$ cat src/rtl/conv_pkg.sv
// Geometry helpers shared between the window generator and the conv MAC array.
// The localparams describe the default 5x5 single-channel 8-bit configuration.
package conv_pkg;

  localparam int DEF_K         = 5;
  localparam int DEF_CHANNELS  = 1;
  localparam int DEF_DATA_BITS = 8;

  localparam int WIN_ELEMS = DEF_K * DEF_K;
  localparam int PIX_BITS  = DEF_CHANNELS * DEF_DATA_BITS;
  localparam int WIN_BITS  = WIN_ELEMS * PIX_BITS;

  function automatic int pix_bits(int channels, int data_bits);
    return channels * data_bits;
  endfunction

  function automatic int win_bits(int k, int channels, int data_bits);
    return k * k * channels * data_bits;
  endfunction

  // Output-grid size; trailing columns/rows not reached by the stride are dropped.
  function automatic int OUT_W(int width, int k, int stride);
    return (width - k) / stride + 1;
  endfunction

  function automatic int OUT_H(int height, int k, int stride);
    return (height - k) / stride + 1;
  endfunction

endpackage

$ cat src/rtl/conv_line_delay.sv
// One raster row of pixel delay: the output is the pixel pushed DEPTH enables ago.
// Contents are deliberately not reset; the window generator never uses stale rows.
module conv_line_delay
  import conv_pkg::*;
#(
  parameter int DEPTH = 28,
  parameter int BITS  = 8
) (
  input  logic            clk,
  input  logic            en,
  input  logic [BITS-1:0] din,
  output logic [BITS-1:0] dout
);

  logic [BITS-1:0] mem [DEPTH];

  always_ff @(posedge clk) begin
    if (en) begin
      mem[0] <= din;
      for (int i = 1; i < DEPTH; i++) mem[i] <= mem[i-1];
    end
  end

  assign dout = mem[DEPTH-1];

endmodule

$ cat src/rtl/conv_window_gen.sv
// Streaming KxK sliding-window generator with stride, ready/valid on both sides,
// frame resync via in_sof and output-grid coordinates for each window.
module conv_window_gen
  import conv_pkg::*;
#(
  parameter int WIDTH       = 28,
  parameter int HEIGHT      = 28,
  parameter int DATA_BITS   = 8,
  parameter int CHANNELS    = 1,
  parameter int FILTER_SIZE = 5,
  parameter int STRIDE      = 1
) (
  input  logic                                                   clk,
  input  logic                                                   rst,
  input  logic                                                   in_valid,
  output logic                                                   in_ready,
  input  logic                                                   in_sof,
  input  logic [CHANNELS*DATA_BITS-1:0]                          data_in,
  output logic                                                   out_valid,
  input  logic                                                   out_ready,
  output logic [FILTER_SIZE*FILTER_SIZE*CHANNELS*DATA_BITS-1:0]  data_out,
  output logic [$clog2(HEIGHT)-1:0]                              out_row,
  output logic [$clog2(WIDTH)-1:0]                               out_col,
  output logic                                                   frame_done
);

  localparam int K  = FILTER_SIZE;
  localparam int S  = STRIDE;
  localparam int PB = pix_bits(CHANNELS, DATA_BITS);
  localparam int WB = win_bits(K, CHANNELS, DATA_BITS);
  localparam int CW = $clog2(WIDTH);
  localparam int RW = $clog2(HEIGHT);
  localparam int PW = (S > 1) ? $clog2(S) : 1;
  localparam int OW = OUT_W(WIDTH, K, S);
  localparam int OH = OUT_H(HEIGHT, K, S);

  localparam logic [CW-1:0] COL_PRE   = CW'(K - 2);
  localparam logic [CW-1:0] COL_FIRST = CW'(K - 1);
  localparam logic [CW-1:0] COL_LAST  = CW'(WIDTH - 1);
  localparam logic [CW-1:0] COL_FINAL = CW'(K - 1 + (OW - 1) * S);
  localparam logic [RW-1:0] ROW_PRE   = RW'(K - 2);
  localparam logic [RW-1:0] ROW_FIRST = RW'(K - 1);
  localparam logic [RW-1:0] ROW_LAST  = RW'(HEIGHT - 1);
  localparam logic [RW-1:0] ROW_FINAL = RW'(K - 1 + (OH - 1) * S);
  localparam logic [PW-1:0] PH_LAST   = PW'(S - 1);

  logic accept, emit, last;

  logic [CW-1:0] col_q, col_e, col_n, oc_q, oc_e, oc_n;
  logic [RW-1:0] row_q, row_e, row_n, or_q, or_e, or_n;
  logic [PW-1:0] sc_q, sc_e, sc_n, sr_q, sr_e, sr_n;

  logic [PB-1:0] line_out [K-1];
  logic [PB-1:0] col_in   [K];
  logic [PB-1:0] win_q    [K][K];
  logic [PB-1:0] win_n    [K][K];
  logic [WB-1:0] win_flat;

  assign in_ready = !(out_valid && !out_ready);
  assign accept   = in_valid && in_ready;

  // Row delay chain: line 0 holds the previous row, line K-2 the oldest.
  for (genvar l = 0; l < K - 1; l++) begin : g_line
    logic [PB-1:0] line_in;
    if (l == 0) begin : g_head
      assign line_in = data_in;
    end else begin : g_tail
      assign line_in = line_out[l-1];
    end
    conv_line_delay #(.DEPTH(WIDTH), .BITS(PB)) u_line (
      .clk  (clk),
      .en   (accept),
      .din  (line_in),
      .dout (line_out[l])
    );
  end

  for (genvar r = 0; r < K; r++) begin : g_col
    if (r == K - 1) begin : g_new
      assign col_in[r] = data_in;
    end else begin : g_old
      assign col_in[r] = line_out[K-2-r];
    end
  end

  always_comb begin
    win_flat = '0;
    for (int r = 0; r < K; r++) begin
      for (int c = 0; c < K - 1; c++) win_n[r][c] = win_q[r][c+1];
      win_n[r][K-1] = col_in[r];
    end
    for (int r = 0; r < K; r++)
      for (int c = 0; c < K; c++) win_flat[(r*K+c)*PB +: PB] = win_n[r][c];
  end

  always_ff @(posedge clk) begin
    if (accept) win_q <= win_n;
  end

  // Position of the beat being offered; sof forces it to (0,0) with fresh phases.
  always_comb begin
    col_e = in_sof ? '0 : col_q;
    row_e = in_sof ? '0 : row_q;
    sc_e  = in_sof ? '0 : sc_q;
    sr_e  = in_sof ? '0 : sr_q;
    oc_e  = in_sof ? '0 : oc_q;
    or_e  = in_sof ? '0 : or_q;

    emit = (row_e >= ROW_FIRST) && (col_e >= COL_FIRST) && (sc_e == '0) && (sr_e == '0);
    last = (row_e == ROW_FINAL) && (col_e == COL_FINAL);

    col_n = col_e + 1'b1;
    row_n = row_e;
    sc_n  = sc_e;
    sr_n  = sr_e;
    oc_n  = oc_e;
    or_n  = or_e;

    if (col_e == COL_LAST) begin
      col_n = '0;
      sc_n  = '0;
      oc_n  = '0;
      if (row_e == ROW_LAST) begin
        row_n = '0;
        sr_n  = '0;
        or_n  = '0;
      end else begin
        row_n = row_e + 1'b1;
        if (row_e == ROW_PRE) begin
          sr_n = '0;
          or_n = '0;
        end else if (row_e >= ROW_FIRST) begin
          if (sr_e == PH_LAST) begin
            sr_n = '0;
            or_n = or_e + 1'b1;
          end else begin
            sr_n = sr_e + 1'b1;
          end
        end
      end
    end else if (col_e == COL_PRE) begin
      sc_n = '0;
      oc_n = '0;
    end else if (col_e >= COL_FIRST) begin
      if (sc_e == PH_LAST) begin
        sc_n = '0;
        oc_n = oc_e + 1'b1;
      end else begin
        sc_n = sc_e + 1'b1;
      end
    end
  end

  always_ff @(posedge clk or posedge rst) begin
    if (rst) begin
      col_q <= '0;
      row_q <= '0;
      sc_q  <= '0;
      sr_q  <= '0;
      oc_q  <= '0;
      or_q  <= '0;
    end else if (accept) begin
      col_q <= col_n;
      row_q <= row_n;
      sc_q  <= sc_n;
      sr_q  <= sr_n;
      oc_q  <= oc_n;
      or_q  <= or_n;
    end
  end

  // A new window may replace one being consumed in the same cycle.
  always_ff @(posedge clk or posedge rst) begin
    if (rst) begin
      out_valid  <= 1'b0;
      frame_done <= 1'b0;
      out_row    <= '0;
      out_col    <= '0;
      data_out   <= '0;
    end else if (accept && emit) begin
      out_valid  <= 1'b1;
      frame_done <= last;
      out_row    <= or_e;
      out_col    <= oc_e;
      data_out   <= win_flat;
    end else if (out_ready) begin
      out_valid  <= 1'b0;
      frame_done <= 1'b0;
    end
  end

endmodule

$ cat config.mk
export PLATFORM = sky130hd
export DESIGN_NAME = conv_window_gen
export DESIGN_NICKNAME = d
export VERILOG_FILES = /design/src/rtl/conv_pkg.sv /design/src/rtl/conv_line_delay.sv /design/src/rtl/conv_window_gen.sv
export SDC_FILE = /design/constraint.sdc
export NUM_CORES = 1
export LEC_CHECK = 0
export ABC_AREA = 1
export CELL_PAD_IN_SITES_DETAIL_PLACEMENT = 1
export CELL_PAD_IN_SITES_GLOBAL_PLACEMENT = 2
export CORE_UTILIZATION = 45
export CTS_CLUSTER_SIZE = 40
export DETAILED_ROUTE_END_ITERATION = 6
export PLACE_DENSITY = 0.76
export SLEW_MARGIN = 0
export SYNTH_ARGS = -nofsm -noshare
export SYNTH_HDL_FRONTEND = slang
export SYNTH_SLANG_ARGS = --single-unit
$ cat constraint.sdc
create_clock -name clk -period 31 [get_ports clk]
set_input_delay 4.65 -clock clk [delete_from_list [all_inputs] [get_ports clk]]
set_output_delay 4.65 -clock clk [all_outputs]
set_load 0.02 [all_outputs]
; ---- Yosys cells after proc, flatten, opt, wreduce, memory -nomap -nowiden
; Memories as Yosys holds them, arrays and structs flattened.
; Cells that the tools add are included.
[classes]
n_mux = 32
div_mod_pow = 0
n_reduce_logical = 10
magnitude_cmp = 2
n_eq_ne = 4
n_addsub = 6
shift = 0
multipliers = 0
bitwise_logic = 2
[op_table]
columns = op, n
row1 = 5-bit 2-to-1 mux, 16
row2 = 5-bit by 1-bit adder with 5-bit output (second input constant), 4
row3 = 1-bit 2-to-1 mux, 16
row4 = 5-bit by 2-bit == test with 1-bit output (second input constant), 2
row5 = 5-bit == test (second input constant), 2
row6 = 5-bit by 3-bit >= comparator with 1-bit output (second input constant), 2
row7 = 1-bit logical AND, 7
row8 = 1-bit adder (second input constant), 2
row9 = 1-bit logical NOT, 2
row10 = 1-bit NOT, 2
row11 = 2-bit nonzero test, 1
[totals]
n_memories = 4
word_cells = 91
latchBits = 0
mem_bits_rw = 896
inputBits = 13
output_inout_bits = 213
ff_bits = 394
romBits = 0
[mem_list]
columns = name, words, word_bits, rd, rd_ports_with_merged_regs, wr, line_no
row1 = g_line[0].u_line.mem, 28, 8, 28, 0, 28, conv_line_delay.sv:15  ; logic [BITS-1:0] mem [DEPTH];
row2 = g_line[1].u_line.mem, 28, 8, 28, 0, 28, conv_line_delay.sv:15
row3 = g_line[2].u_line.mem, 28, 8, 28, 0, 28, conv_line_delay.sv:15
row4 = g_line[3].u_line.mem, 28, 8, 28, 0, 28, conv_line_delay.sv:15

; ---- Depth between registers and ports, before layout
[logic_depth]
depth_word = 7
mapped_depth = 12
depth_no_buf = 11

; ---- Hierarchy
; From an unflattened synthesis, not the netlist that was laid out.
[unflattened]
cells_unflattened = 2177
area_unflattened_um2 = 41285.8
[modules_own_cells]
columns = module, n_inst, cells_per_inst, area_each_um2
row1 = conv_line_delay, 4, 232, 6786.5
row2 = conv_window_gen, 1, 1249, 14139.8

; ---- Worst setup path after synthesis
; OpenSTA, ideal clock, no wires.
[synth_path]
path_type = input port to flip-flop
from = input out_ready
to = register or_q[0]
t_required_ps = 29875
t_arrival_ps = 31155
n_path_buf = 1
cell_stages = 6
path_slack_ps = -1280
path_cell_list = inv_1 > nand2_1 > nand2_1 > inv_2 > clkbuf_1 > a21oi_1
[synth_between]
elab_chain_cells = 4
[synth_rtl]
columns = element, line_no
row1 = from (decl), conv_window_gen.sv:20  ; input logic out_ready,
row2 = 1-bit logical NOT, conv_window_gen.sv:59  ; assign in_ready = !(out_valid && !out_ready);
row3 = 1-bit logical AND, conv_window_gen.sv:59
row4 = 1-bit logical NOT, conv_window_gen.sv:59
row5 = net in_ready, conv_window_gen.sv:16  ; output logic in_ready,
row6 = 1-bit logical AND, conv_window_gen.sv:60  ; assign accept = in_valid && in_ready;
row7 = net accept, conv_window_gen.sv:47  ; logic accept, emit, last;
row8 = to (signal assigned), conv_window_gen.sv:168  ; or_q <= or_n;
row9 = to (decl), conv_window_gen.sv:50  ; logic [RW-1:0] row_q, row_e, row_n, or_q, or_e, or_n;
; The timed path passes the listed nets, and every way through them passes these cells.
; A chain may end at the register's enable or synchronous reset.

; ---- Worst setup path in the final report
[layout_path]
from = input out_ready
to = output in_ready
[layout_between]
elab_chain_cells = 3
[layout_rtl]
columns = element, line_no
row1 = 1-bit logical NOT, conv_window_gen.sv:59
row2 = 1-bit logical AND, conv_window_gen.sv:59
row3 = 1-bit logical NOT, conv_window_gen.sv:59
row4 = to (decl), conv_window_gen.sv:16
; No other way between the ends.

==> results by stage <==
Outcome:
- The run finished with clean final reports.

Floorplanning:
- The die covers 84100 um^2.
- 226 I/O pins were placed.
- The floorplan has 105 rows.
- Measured along the x axis, the die boundary spans 290 um.
- The initial utilization of the core area, before any placement, comes to 45.5%.
- The vertical die dimension is 290 um.
- The total core area is 82100 um^2.

STA:
- Setup repair after global routing left no endpoint under its margin.
- The number of hold violations in the final report came to 0.
- The setup skew after layout is 0.0475 ns.
- The clock period could shrink to 10.51 ns.
- The tightest hold path in the finished design has a slack of 0.379 ns.
- The timing-limited maximum frequency is 95.2 MHz.
- The number of max-slew violations in the final report is 0.
- Headroom to the max-slew limit came out at 21.7%.
- For the final routed database, the setup TNS stands at 0 ns.
- Setup violations remaining at the end of the flow were counted as 0.
- The slew at the pin with the worst max-slew slack is 1.17 ns.
- The final critical path takes up 33.9% of the cycle.

Final layout:
- From synthesis to final layout, the design area changed by 19.1%.
- The filler cells instantiated in the layout total 7399.
- The final net count is 2350.
- The antenna diode instance count is 0.
- The storage element area is 33700 um^2.
- The multi-input combinational cell area is 3110 um^2.
- The share of cells above drive strength 1 is 7.94%.

Placed design:
- Detailed placement ended at an HPWL of 34.9 mm.
- The count of input and output buffers is 225.
- The last weighted congestion value of the routability-driven placer is 0.737.

Drt:
- The final layout contains routed wiring with a total length of 63.6 mm.
- The detailed router finished its first iteration with 1045 violations.
- The routed layout has 16806 vias.
- In the final routed layout, each cell accounts on average for 18.2 um.
- The detail route stage leaves a number of antenna-violating nets equal to 0.
- The number of search-and-repair iterations in the first detailed-routing pass is 4.
- The number of DRC violations after detailed routing is 0.
- The via count normalized by instance count is 4.80.

Pwr:
- IR analysis of the VDD net gives a maximum drop of 0.0505 mV.
- The total leakage power is 17.1 nW.
- The power per unit of standard cell area is 73.5 nW/um^2.

Global routing:
- Entering global routing, the biggest net connects 195 pins.
- The number of global-route vias before repair was 18018.
- Global routing finished with a remaining overflow of 0.
- The global routing usage summed across all routing layers is 15.5%.
- The global-route wire length before repair is 103 mm.
- The initial antenna violation count is 0.

Critical path:
- Along the worst path, the maximum fanout reaches 3.
- At the worst endpoint, the required time is 26.35 ns.
- The delay of the slowest cell on the worst path is 0.61 ns.
- Counting cells, the worst reg-to-reg path comes to 6.
- In this design, the critical path's most frequently occurring cell is sky130_fd_sc_hd__clkdlybuf4s50_1.
- The worst setup path is launched from a primary input.
- The category of the critical setup timing path is in -> out.
- The nature of the critical path endpoint is an output pin.
- The kind of cell with the highest combined delay along the critical path is buffers and inverters.
- Traced cell by cell, the critical path runs through clkdlybuf4s50_1, inv_1, nand2_1, clkdlybuf4s50_1.
- Data arrives at the worst endpoint at 5.86 ns.
- Among all stages on the critical path, the largest delay is contributed by sky130_fd_sc_hd__clkdlybuf4s50_1.
- The buffering stage count on the worst path with inverters included is 3.
- The critical path crosses 4 cells after its start point.

Logic synthesis:
- The cell count after synthesis came out at 2028.
- The count of cell types in the netlist is 26.
- The share of synthesized area spent on multiplexers is 0%.
- Summing every instance area after synthesis gives 37300 um^2.
- The synthesized design spends more area on one cell type than any other, namely sky130_fd_sc_hd__edfxtp_1.
- The synthesized-area fraction occupied by xor and xnor cells is 0.0235%.
- After Yosys synthesis, and, or, nand and nor cells account for 7.59% of the synthesized area.
- The synthesized area divided by synthesized cell count is 18.4 um^2.
- The number of nets handed over by synthesis was 2047.
- After synthesis, the largest family of logic cells by area is simple AND/OR/NAND/NOR gates.
- For this run, the register share of the synthesized area comes to 90.4%.
- In the post-synthesis netlist, the biggest area contributors are sky130_fd_sc_hd__edfxtp_1, sky130_fd_sc_hd__dfrtp_1, sky130_fd_sc_hd__nand2_1.
- The number of warnings printed during yosys synthesis is 0.
- The post-synthesis compound-gate area fraction is 0.526%.
- Counting flops and latches in the post-synthesis netlist gives 1162.
- After Yosys synthesis, full adders, half adders and majority gates account for 0.201% of the synthesized area.
- Summed over its instances, the top area cell type makes up 74.7% of the synthesized netlist area.

Clock tree:
- TritonCTS built the clock tree.
- The buffer levels on the longest clock path is 3.
- The later-pin clock latency in the skew report is 0.67 ns.
- The clock drives 1162 sinks.
- TritonCTS created 113 clock buffers.
- The post-cts sizing count is 0.
- The post-CTS setup-driven buffer insertion count is 0.
- The deepest level of the CTS H-tree is 3.
- In this run, post-CTS hold repair placed 0 buffers.
- After clock tree synthesis, the clock-pin slew on the worst setup and hold paths is 0.06 ns.
- The cell sitting at the root of the clock tree is a sky130_fd_sc_hd__clkbuf_16.

Flow run:
- The max-capacitance violation count is 0.

Worst hold path:
- The worst hold-check path type is reg -> reg.
- Counting instances, the worst hold path has a depth of 0.
==> worst register-to-register path, stage by stage, from the launching register on <==
cell and delay [ns]:
sky130_fd_sc_hd__dfrtp_1 0.38, sky130_fd_sc_hd__nand2_1 0.11, sky130_fd_sc_hd__nand2_1 0.38, sky130_fd_sc_hd__inv_8 0.76, sky130_fd_sc_hd__buf_4 0.90, sky130_fd_sc_hd__buf_4 0.83
sky130_fd_sc_hd__buf_12 0.71
==> final cells by class <==
| type | count | share of cell area, % |
|---|---|---|
| clock buffers | 150 | 6.88 |
| clock inverters | 64 | 1.46 |
| inverters | 39 | 0.380 |
| multi-input cells | 775 | 7.01 |
| flip-flops and latches | 1162 | 75.9 |
| well taps | 1070 | 3.01 |
| repair buffers | 240 | 5.38 |
==> report_power, final <==
part / leakage, nW / switching (mW) / internal (mW) / total (mW)
clock: 1.80 / 0.570 / 0.780 / 1.35
sequential: 12.3 / 0.0352 / 1.79 / 1.82
combinational: 2.99 / 0.0643 / 0.0308 / 0.0950
total: 17.1 / 0.669 / 2.60 / 3.27
==> per-stage QoR <==
stage	setup WS [ns]	power [mW]	area, um^2	instances	utilization [%]
floorplan	13.11	1.92	37300	2028	-
global placement	20.43	1.95	40700	3286	49.6
detailed placement	20.48	1.95	40700	3286	49.6
CTS	20.48	3.32	44400	3500	54.1
global route	20.42	3.38	44400	3500	54.1
finish	20.49	3.27	44400	3500	54.1
==> metal layers <==
metal / wire length, um / GRT usage (%) / vias to the layer above / part of all wire [%]
met4: 1530 / 4.70 / 0 / 2.4
met5: 0 / 0 / - / 0
met2: 31200 / 24.8 / 268 / 49
met1: 28300 / 21.3 / 8646 / 45
met3: 2560 / 3.34 / 120 / 4.0
li1: - / - / 7772 / -
==> state kept, by name (all words and copies together), names as in the netlist <==
register,flops
data_out,200
sr_q,1
g_line.u_line.mem,783
col_q,5
frame_done,1
out_valid,1
row_q,5
sc_q,1
win_flat,145
out_row,5
oc_q,5
out_col,5
or_q,5
==> worst paths after layout <==
path	start	end	slack (ns)
setup / recovery	out_ready	in_ready	20.49
hold / removal	g_line[3].u_line.mem[5][10]	g_line[3].u_line.mem[6][2]	0.38
setup reg to reg	out_valid	g_line[2].u_line.mem[0][95]	26.36
hold reg to reg	g_line[3].u_line.mem[5][10]	g_line[3].u_line.mem[6][2]	0.38
max in group asynchronous	rst	row_q[0]	25.15
min in group asynchronous	rst	data_out[36]	4.58
==> cell families after synthesis <==
kind of cell | count (synthesis)
simple gates | 731
flops | 1162
buf+inv | 91
fa+ha+maj | 6
compound gates | 37
xor+xnor | 1
==> synthesized netlist by cell type <==
cell and instances:
sky130_fd_sc_hd__a21oi_1 4, sky130_fd_sc_hd__a22o_1 1, sky130_fd_sc_hd__buf_2 25, sky130_fd_sc_hd__buf_4 12
sky130_fd_sc_hd__buf_6 9, sky130_fd_sc_hd__clkbuf_1 6, sky130_fd_sc_hd__dfrtp_1 234, sky130_fd_sc_hd__edfxtp_1 928
sky130_fd_sc_hd__ha_1 6, sky130_fd_sc_hd__inv_1 35, sky130_fd_sc_hd__inv_2 4, sky130_fd_sc_hd__nand2_1 670
sky130_fd_sc_hd__nand2_2 4, sky130_fd_sc_hd__nand3_1 20, sky130_fd_sc_hd__nand3_2 1, sky130_fd_sc_hd__nand3_4 1
sky130_fd_sc_hd__nand3b_1 2, sky130_fd_sc_hd__nand4_1 5, sky130_fd_sc_hd__nor2_1 22, sky130_fd_sc_hd__nor2_2 1
sky130_fd_sc_hd__nor2_4 1, sky130_fd_sc_hd__nor3_1 4, sky130_fd_sc_hd__o21ai_0 15, sky130_fd_sc_hd__o21ai_1 11
sky130_fd_sc_hd__o22ai_1 6, sky130_fd_sc_hd__xor2_1 1
==> layout by cell type (no fill, tap or decap), types with 5 or more instances in the layout <==
| master | instances |
|---|---|
| sky130_fd_sc_hd__edfxtp_1 | 928 |
| sky130_fd_sc_hd__nand2_1 | 670 |
| sky130_fd_sc_hd__dfrtp_1 | 234 |
| sky130_fd_sc_hd__clkdlybuf4s50_1 | 225 |
| sky130_fd_sc_hd__clkbuf_16 | 113 |
| sky130_fd_sc_hd__inv_1 | 34 |
| sky130_fd_sc_hd__clkbuf_1 | 28 |
| sky130_fd_sc_hd__nor2_1 | 22 |
| sky130_fd_sc_hd__clkinv_1 | 21 |
| sky130_fd_sc_hd__nand3_1 | 20 |
| sky130_fd_sc_hd__clkinv_2 | 17 |
| sky130_fd_sc_hd__o21ai_0 | 15 |
| sky130_fd_sc_hd__buf_4 | 13 |
| sky130_fd_sc_hd__o21ai_1 | 11 |
| sky130_fd_sc_hd__bufinv_16 | 10 |
| sky130_fd_sc_hd__clkbuf_8 | 9 |
| sky130_fd_sc_hd__o22ai_1 | 6 |
| sky130_fd_sc_hd__ha_1 | 6 |
| sky130_fd_sc_hd__nand4_1 | 5 |
| sky130_fd_sc_hd__inv_6 | 5 |
No activity file was read; power rests on OpenSTA's default activity.
